<file path="src/rtl/pipe_shifter_pkg.sv">
`default_nettype none
// ============================================================================
// Module      : pipe_shifter_pkg
// Description : Shared definitions for the pipelined barrel shifter: op
//               encodings, default widths, clog2 and the layout helpers for
//               the triangular per-stage shift-amount storage.
// Revision    : 1.0 - initial release
// ============================================================================
package pipe_shifter_pkg;

    localparam int OP_W        = 2;
    localparam int DEF_WIDTH   = 32;
    localparam int DEF_SHAMT_W = 5;
    localparam int DEF_TAG_W   = 5;

    typedef enum logic [OP_W-1:0] {
        OP_SLL = 2'b00,
        OP_SRL = 2'b01,
        OP_SRA = 2'b10,
        OP_ROR = 2'b11
    } op_e;

    // Ceiling log2, used to size shift-amount fields from a data width.
    function automatic int clog2(input int value);
        int r;
        int v;
        r = 0;
        v = value - 1;
        while (v > 0) begin
            r = r + 1;
            v = v >> 1;
        end
        return r;
    endfunction

    // Stage k only keeps the shamt bits still to be applied (SHAMT_W-k of
    // them), so the stages are packed back to back into one flat vector.
    function automatic int shamt_off(input int shamt_w, input int stage);
        return stage * shamt_w - (stage * (stage - 1)) / 2;
    endfunction

    function automatic int shamt_bits(input int shamt_w);
        return (shamt_w * (shamt_w + 1)) / 2;
    endfunction

endpackage
`default_nettype wire

</file>
<file path="src/rtl/pipe_shifter_if.sv">
`default_nettype none
// ============================================================================
// Module      : pipe_shifter_if
// Description : Valid/ready operand and result bundle of the pipelined
//               shifter. master = producer/consumer side, slave = shifter.
// Revision    : 1.0 - initial release
// ============================================================================
interface pipe_shifter_if
    import pipe_shifter_pkg::*;
#(
    parameter int WIDTH   = DEF_WIDTH,
    parameter int SHAMT_W = DEF_SHAMT_W,
    parameter int TAG_W   = DEF_TAG_W
) ();

    logic               in_valid;
    logic               in_ready;
    op_e                in_op;
    logic [WIDTH-1:0]   in_data;
    logic [SHAMT_W-1:0] in_shamt;
    logic [TAG_W-1:0]   in_tag;
    logic               out_valid;
    logic               out_ready;
    logic [WIDTH-1:0]   out_data;
    logic [TAG_W-1:0]   out_tag;

    modport master (
        output in_valid, in_op, in_data, in_shamt, in_tag, out_ready,
        input  in_ready, out_valid, out_data, out_tag
    );

    modport slave (
        input  in_valid, in_op, in_data, in_shamt, in_tag, out_ready,
        output in_ready, out_valid, out_data, out_tag
    );

endinterface
`default_nettype wire

</file>
<file path="src/rtl/pipe_shifter_shift_level.sv">
`default_nettype none
// ============================================================================
// Module      : shift_level
// Description : One combinational barrel-shifter level shifting by a fixed
//               distance DIST when enabled. Rotate support is compiled in
//               only when PIPE_SHIFTER_ROT_EN is defined; otherwise op 11
//               falls through to a logical right shift.
// Revision    : 1.0 - initial release
// ============================================================================
module shift_level
    import pipe_shifter_pkg::*;
#(
    parameter int WIDTH = DEF_WIDTH,
    parameter int DIST  = 1
) (
    input  logic [WIDTH-1:0] data_i,
    input  op_e              op_i,
    input  logic             fill_i,
    input  logic             en_i,
    output logic [WIDTH-1:0] data_o
);

    // Apply this level's fixed shift; the SRA fill bit comes from the
    // original operand sign so every level fills identically.
    always_comb begin
        data_o = data_i;
        if (en_i) begin
            case (op_i)
                OP_SLL:  data_o = {data_i[WIDTH-1-DIST:0], {DIST{1'b0}}};
                OP_SRA:  data_o = {{DIST{fill_i}}, data_i[WIDTH-1:DIST]};
`ifdef PIPE_SHIFTER_ROT_EN
                OP_ROR:  data_o = {data_i[DIST-1:0], data_i[WIDTH-1:DIST]};
`endif
                default: data_o = {{DIST{1'b0}}, data_i[WIDTH-1:DIST]};
            endcase
        end
    end

endmodule
`default_nettype wire

</file>
<file path="src/rtl/pipe_shifter.sv">
`default_nettype none
// ============================================================================
// Module      : pipe_shifter
// Description : Fully pipelined SLL/SRL/SRA(/ROR) barrel shifter with a
//               valid/ready handshake, tag passthrough and flush. Each stage
//               register feeds one shift level, MSB shamt bit first, so the
//               result is SHAMT_W cycles behind the input handshake.
//               Optional rotate: define PIPE_SHIFTER_ROT_EN.
// Revision    : 1.0 - initial release
// ============================================================================
module pipe_shifter
    import pipe_shifter_pkg::*;
#(
    parameter int WIDTH   = DEF_WIDTH,
    parameter int SHAMT_W = DEF_SHAMT_W,
    parameter int TAG_W   = DEF_TAG_W
) (
    input  logic          clk,
    input  logic          rst,
    input  logic          flush_i,
    pipe_shifter_if.slave bus
);

    localparam int SH_BITS = shamt_bits(SHAMT_W);
    localparam int LAST    = SHAMT_W - 1;

    logic [SHAMT_W-1:0] valid_q;
    logic [SHAMT_W-1:0] valid_d;
    logic [SHAMT_W-1:0] load_w;
    op_e                op_q      [SHAMT_W];
    logic [SHAMT_W-1:0] fill_q;
    logic [WIDTH-1:0]   data_q    [SHAMT_W];
    logic [WIDTH-1:0]   shifted_w [SHAMT_W];
    logic [TAG_W-1:0]   tag_q     [SHAMT_W];
    logic [SH_BITS-1:0] shamt_q;

    // A stage may load when it, or any stage downstream of it, is empty, or
    // the consumer is taking the result; this collapses bubbles under stall.
    always_comb begin
        logic chain;
        chain  = bus.out_ready;
        load_w = '0;
        for (int k = SHAMT_W - 1; k >= 0; k--) begin
            chain     = chain | ~valid_q[k];
            load_w[k] = chain;
        end
    end

    // Valid bits advance with each stage load; flush empties the whole pipe
    // and drops whatever is offered on the input that cycle.
    always_comb begin
        valid_d = valid_q;
        if (flush_i) begin
            valid_d = '0;
        end else begin
            if (load_w[0]) begin
                valid_d[0] = bus.in_valid;
            end
            for (int k = 1; k < SHAMT_W; k++) begin
                if (load_w[k]) begin
                    valid_d[k] = valid_q[k-1];
                end
            end
        end
    end

    // Only the valid bits are reset; everything else is qualified by them.
    always_ff @(posedge clk or posedge rst) begin
        if (rst) begin
            valid_q <= '0;
        end else begin
            valid_q <= valid_d;
        end
    end

    // Payload registers capture on stage load; stage k keeps only the shamt
    // bits that the remaining levels still need.
    always_ff @(posedge clk) begin
        if (load_w[0]) begin
            data_q[0] <= bus.in_data;
            op_q[0]   <= bus.in_op;
            fill_q[0] <= bus.in_data[WIDTH-1];
            tag_q[0]  <= bus.in_tag;
            for (int b = 0; b < SHAMT_W; b++) begin
                shamt_q[b] <= bus.in_shamt[b];
            end
        end
        for (int k = 1; k < SHAMT_W; k++) begin
            if (load_w[k]) begin
                data_q[k] <= shifted_w[k-1];
                op_q[k]   <= op_q[k-1];
                fill_q[k] <= fill_q[k-1];
                tag_q[k]  <= tag_q[k-1];
                for (int b = 0; b < SHAMT_W - k; b++) begin
                    shamt_q[shamt_off(SHAMT_W, k) + b] <= shamt_q[shamt_off(SHAMT_W, k-1) + b];
                end
            end
        end
    end

    for (genvar k = 0; k < SHAMT_W; k++) begin : g_level
        localparam int DIST   = 1 << (SHAMT_W - 1 - k);
        localparam int EN_BIT = shamt_off(SHAMT_W, k) + SHAMT_W - 1 - k;

        shift_level #(
            .WIDTH (WIDTH),
            .DIST  (DIST)
        ) u_level (
            .data_i (data_q[k]),
            .op_i   (op_q[k]),
            .fill_i (fill_q[k]),
            .en_i   (shamt_q[EN_BIT]),
            .data_o (shifted_w[k])
        );
    end

    // in_ready is forced high during flush since the pipe is being emptied.
    assign bus.in_ready  = load_w[0] | flush_i;
    assign bus.out_valid = valid_q[LAST];
    assign bus.out_data  = valid_q[LAST] ? shifted_w[LAST] : '0;
    assign bus.out_tag   = valid_q[LAST] ? tag_q[LAST]     : '0;

endmodule
`default_nettype wire
</file>
<file path="src/flat_wrapper.sv">
// flat-port wrapper written by rule: the top's interface ports become plain ports
module pipe_shifter_flat import pipe_shifter_pkg::*;
#(
    parameter int WIDTH   = DEF_WIDTH,
    parameter int SHAMT_W = DEF_SHAMT_W,
    parameter int TAG_W   = DEF_TAG_W
)
  (clk, rst, flush_i, bus_in_valid, bus_in_op, bus_in_data, bus_in_shamt, bus_in_tag, bus_out_ready, bus_in_ready, bus_out_valid, bus_out_data, bus_out_tag);
  pipe_shifter_if #(.WIDTH(WIDTH), .SHAMT_W(SHAMT_W), .TAG_W(TAG_W)) bus_i ();
  input  logic clk;
  input  logic rst;
  input  logic flush_i;
  input wire logic [$bits(bus_i.in_valid)-1:0] bus_in_valid;
  input wire logic [$bits(bus_i.in_op)-1:0] bus_in_op;
  input wire logic [$bits(bus_i.in_data)-1:0] bus_in_data;
  input wire logic [$bits(bus_i.in_shamt)-1:0] bus_in_shamt;
  input wire logic [$bits(bus_i.in_tag)-1:0] bus_in_tag;
  input wire logic [$bits(bus_i.out_ready)-1:0] bus_out_ready;
  output wire logic [$bits(bus_i.in_ready)-1:0] bus_in_ready;
  output wire logic [$bits(bus_i.out_valid)-1:0] bus_out_valid;
  output wire logic [$bits(bus_i.out_data)-1:0] bus_out_data;
  output wire logic [$bits(bus_i.out_tag)-1:0] bus_out_tag;
  assign bus_i.in_valid = bus_in_valid;
  assign bus_i.in_op = bus_in_op;
  assign bus_i.in_data = bus_in_data;
  assign bus_i.in_shamt = bus_in_shamt;
  assign bus_i.in_tag = bus_in_tag;
  assign bus_i.out_ready = bus_out_ready;
  assign bus_in_ready = bus_i.in_ready;
  assign bus_out_valid = bus_i.out_valid;
  assign bus_out_data = bus_i.out_data;
  assign bus_out_tag = bus_i.out_tag;
  pipe_shifter #(.WIDTH(WIDTH), .SHAMT_W(SHAMT_W), .TAG_W(TAG_W)) u_core (.clk(clk), .rst(rst), .flush_i(flush_i), .bus(bus_i));
endmodule
</file>
<file path="config.mk">
export PLATFORM = sky130hd
export DESIGN_NAME = pipe_shifter_flat
export DESIGN_NICKNAME = d
export VERILOG_FILES = /design/src/rtl/pipe_shifter_pkg.sv /design/src/rtl/pipe_shifter_if.sv /design/src/rtl/pipe_shifter_shift_level.sv /design/src/rtl/pipe_shifter.sv /design/src/flat_wrapper.sv
export SDC_FILE = /design/constraint.sdc
export NUM_CORES = 1
export LEC_CHECK = 0
export ABC_AREA = 1
export CORE_MARGIN = 3
export CORE_UTILIZATION = 40
export CTS_BUF_LIST = sky130_fd_sc_hd__clkbuf_4
export DETAILED_ROUTE_END_ITERATION = 10
export GPL_TIMING_DRIVEN = 0
export HOLD_SLACK_MARGIN = 0.12
export PLACE_DENSITY_LB_ADDON = 0.08
export SLEW_MARGIN = 20
export SYNTH_ARGS = -nofsm -noshare
export SYNTH_HDL_FRONTEND = slang
export SYNTH_SLANG_ARGS = --single-unit
</file>
<file path="constraint.sdc">
create_clock -name clk -period 2.8 [get_ports clk]
set_input_delay 0.56 -clock clk [delete_from_list [all_inputs] [get_ports clk]]
set_output_delay 0.56 -clock clk [all_outputs]
set_load 0.03 [all_outputs]
</file>
==> run metrics <==
Final Power=between 7000 and 8000 uW; unrepaired setup endpoints after global routing=false; Static Leakage=between 0.004 and 0.005 uW; layout cells sized above 1=0.175; crit path launch type=flop; Reg clk slew, reported paths=~0.060 ns; grt met2 use=0.291; CTS tree=done; PwrDens=600 mW/mm^2; initial antenna violation count=1; Max-Cap Viols=0; overall routing resource usage=0.159; vias in the first global route=7070; syn_nets=about 1.0k; Setup TNS=0 ns; DR vias=between 7k and 8k; gr ovfl total=0; global placement routability congestion=between 0.8 and 0.9; Antenna Nets Post-Route=0; Area Growth Syn to Fin=19.2%; status=finished clean; area leader, netlist=edfxtp_1; core area=roughly 0.025 sq mm; met1 usage in global routing=0.174; DRC=0; Crit path top cell by count=inv_1; post-route minimum period=roughly 2.6 ns; Sink Count=around 220; Max Fanout on Critical Path=11; Worst Setup End Kind=output pin; Final Cycle Share=0.944; Final Max Slew Viols=0; slowest library cell on the worst path=dfrtp_1; Crit Path Class=reg -> out; Hold Vio Cnt, Final=0; clock latency at the later pin of the worst-skew pair=~0.64 ns; slowest stage delay, CP=0.37 ns; crit path cell chain=buf_6, inv_1, buf_2, a21oi_1, nand2_1, inv_1, clkdlybuf4s15_2; DR WL/cell=between 10 and 15 um; final WL=around 21000 um; met3 track utilization from global routing=0.0276; HPWL after DPL=roughly 16000 um; IO Port Bufs=87; fin nets=around 1.2k; Post-DP Area=between 0.01 and 0.015 sq mm; WP data required=2.24 ns; Hold Crit Class=reg -> reg; Fmax=378 MHz; Final setup viols=0; Yosys cell types=25; Worst-Margin Slew=0.628 ns; Initial Util=0.410; Synth area leaders=edfxtp_1 (64%), nand2_1 (9.5%), o21ai_0 (3.9%); H-tree level count=2; I/O pins=88; worst hold slack=between 0.4 and 0.5 ns; total CTS buffers=53; Root Driver=clkbuf_4; Pre-antenna DRT Iters=5; global-route wire length before repair=between 30000 and 40000 um; Seq/Total Area, Yosys=0.651; Avg Synthesized Cell Area=just over 10 sq um; worst path arrival time=~2.1 ns; die area=0.0271 sq mm; Die Wd=about 160 um; flops & latches, synth=~220; design area=0.0120 sq mm; Via density=~4.8; Mapped Cells=969; Cell Rows=between 50 and 60; CTS Buffer Depth=3; gr busiest metal=met2; largest net degree at the start of global routing=45; initial drt markers=352; VDD IR max=roughly 280 uV; Die H=165 um; Post-Syn Area=~0.01 sq mm; synth warn=0; Yosys top cell area share=0.638; slew margin rel.=0.581; Layout Skew=around 0.028 ns
critical path: cells and delay by family, from the launching register on:
| kind | cells | cell delay, ns |
|---|---|---|
| compound gates | 1 | 0.18 |
| buf+inv | 5 | 0.82 |
| flops | 1 | 0.37 |
| simple gates | 1 | 0.08 |
cells by family (layout without fill, tap and decap cells):
logic type / after synthesis / count (layout) / share of synthesized area
simple gates: 369 / 371 / 0.144
flops: 219 / 219 / 0.651
compound gates: 238 / 238 / 0.139
buf+inv: 143 / 329 / 0.0667
other cells: 0 / 1 / 0
power by group:
part	total, uW	internal [uW]	switching (uW)	leakage, uW
Clock	2420	1280	1140	0.000387
Combinational	659	281	378	0.00223
Sequential	4120	3920	201	0.00238
Total	7200	5480	1710	0.00500
path summary, 6_finish.rpt:
kind	startpoint	end	slack, ns	cells past startpoint
worst max-delay path	u_core.valid_q[4]	bus_out_data[31]	0.16	7
worst max register to register	u_core.valid_q[4]	u_core.shamt_q[0]	0.81	4
min in group asynchronous	rst	u_core.valid_q[0]	0.69	3
worst min-delay path	u_core.tag_q[0][8]	u_core.tag_q[0][13]	0.42	0
max in group asynchronous	rst	u_core.valid_q[4]	1.93	3
worst min register to register	u_core.tag_q[0][8]	u_core.tag_q[0][13]	0.42	0
per-layer routing:
metal / share of wire / wire length (um)
met3: 0.042 / 896
met4: 0.046 / 978
met2: 0.52 / 11000
met1: 0.39 / 8310
met5: 0 / 0
placed cells by master (no fill, tap or decap), types with 25 or more instances in the layout:
master | netlist | routed
clkbuf_4 | 0 | 72
nand2_1 | 255 | 253
o21ai_0 | 78 | 78
o21ai_1 | 36 | 36
a31oi_1 | 30 | 30
buf_2 | 36 | 40
clkbuf_2 | 0 | 25
clkdlybuf4s50_1 | 0 | 54
a21oi_1 | 60 | 60
inv_1 | 81 | 80
nor2_1 | 100 | 100
edfxtp_1 | 214 | 214
final cells by class:
class	count	area [sq um]
fill	2364	12500
sequential	219	6550
multi-input combinational	609	2880
timing repair buffer	97	841
clock buffer	72	541
tap	324	405
buffer	59	360
inverter	84	315
clock inverter	17	98.8
antenna	1	2.50
cell usage after synthesis:
| cell type | instances |
|---|---|
| a21oi_1 | 60 |
| nand3b_1 | 2 |
| inv_1 | 81 |
| nand2_1 | 255 |
| o211ai_2 | 10 |
| buf_6 | 7 |
| nand3_4 | 1 |
| nor2_4 | 4 |
| o211ai_1 | 20 |
| nor2_1 | 100 |
| o21ai_0 | 78 |
| nand3_1 | 4 |
| a31oi_4 | 2 |
| clkbuf_1 | 6 |
| edfxtp_1 | 214 |
| buf_2 | 36 |
| nand4_1 | 1 |
| a31oi_2 | 1 |
| inv_2 | 3 |
| dfrtp_1 | 5 |
| buf_4 | 10 |
| o21ai_1 | 36 |
| nor2_2 | 2 |
| a31oi_1 | 30 |
| o21a_1 | 1 |
flip-flops by register name, indices dropped and copies added (netlist names):
| register | cells |
|---|---|
| u_core.tag_q | 25 |
| u_core.data_q | 160 |
| u_core.fill_q | 4 |
| u_core.op_q | 10 |
| u_core.shamt_q | 15 |
| u_core.valid_q | 5 |
through the flow:
step	util	setup WS (ns)	cells
after floorplan	-	0.103	969
after global placement	0.463	-0.926	1380
after detailed placement	0.465	-0.714	1383
after CTS	0.493	-0.0899	1477
after global routing	0.489	0.0105	1482
final	0.489	0.156	1482
timing repair:
item	4_1_cts	5_1_grt
setup endpoints to repair	77	31
hold endpoints to repair	5	0
pin swaps	2	2
cloned	2	0
resized for setup	65	39
setup buffers	2	4
hold buffers	1	0
No activity file was read; power rests on OpenSTA's default activity.
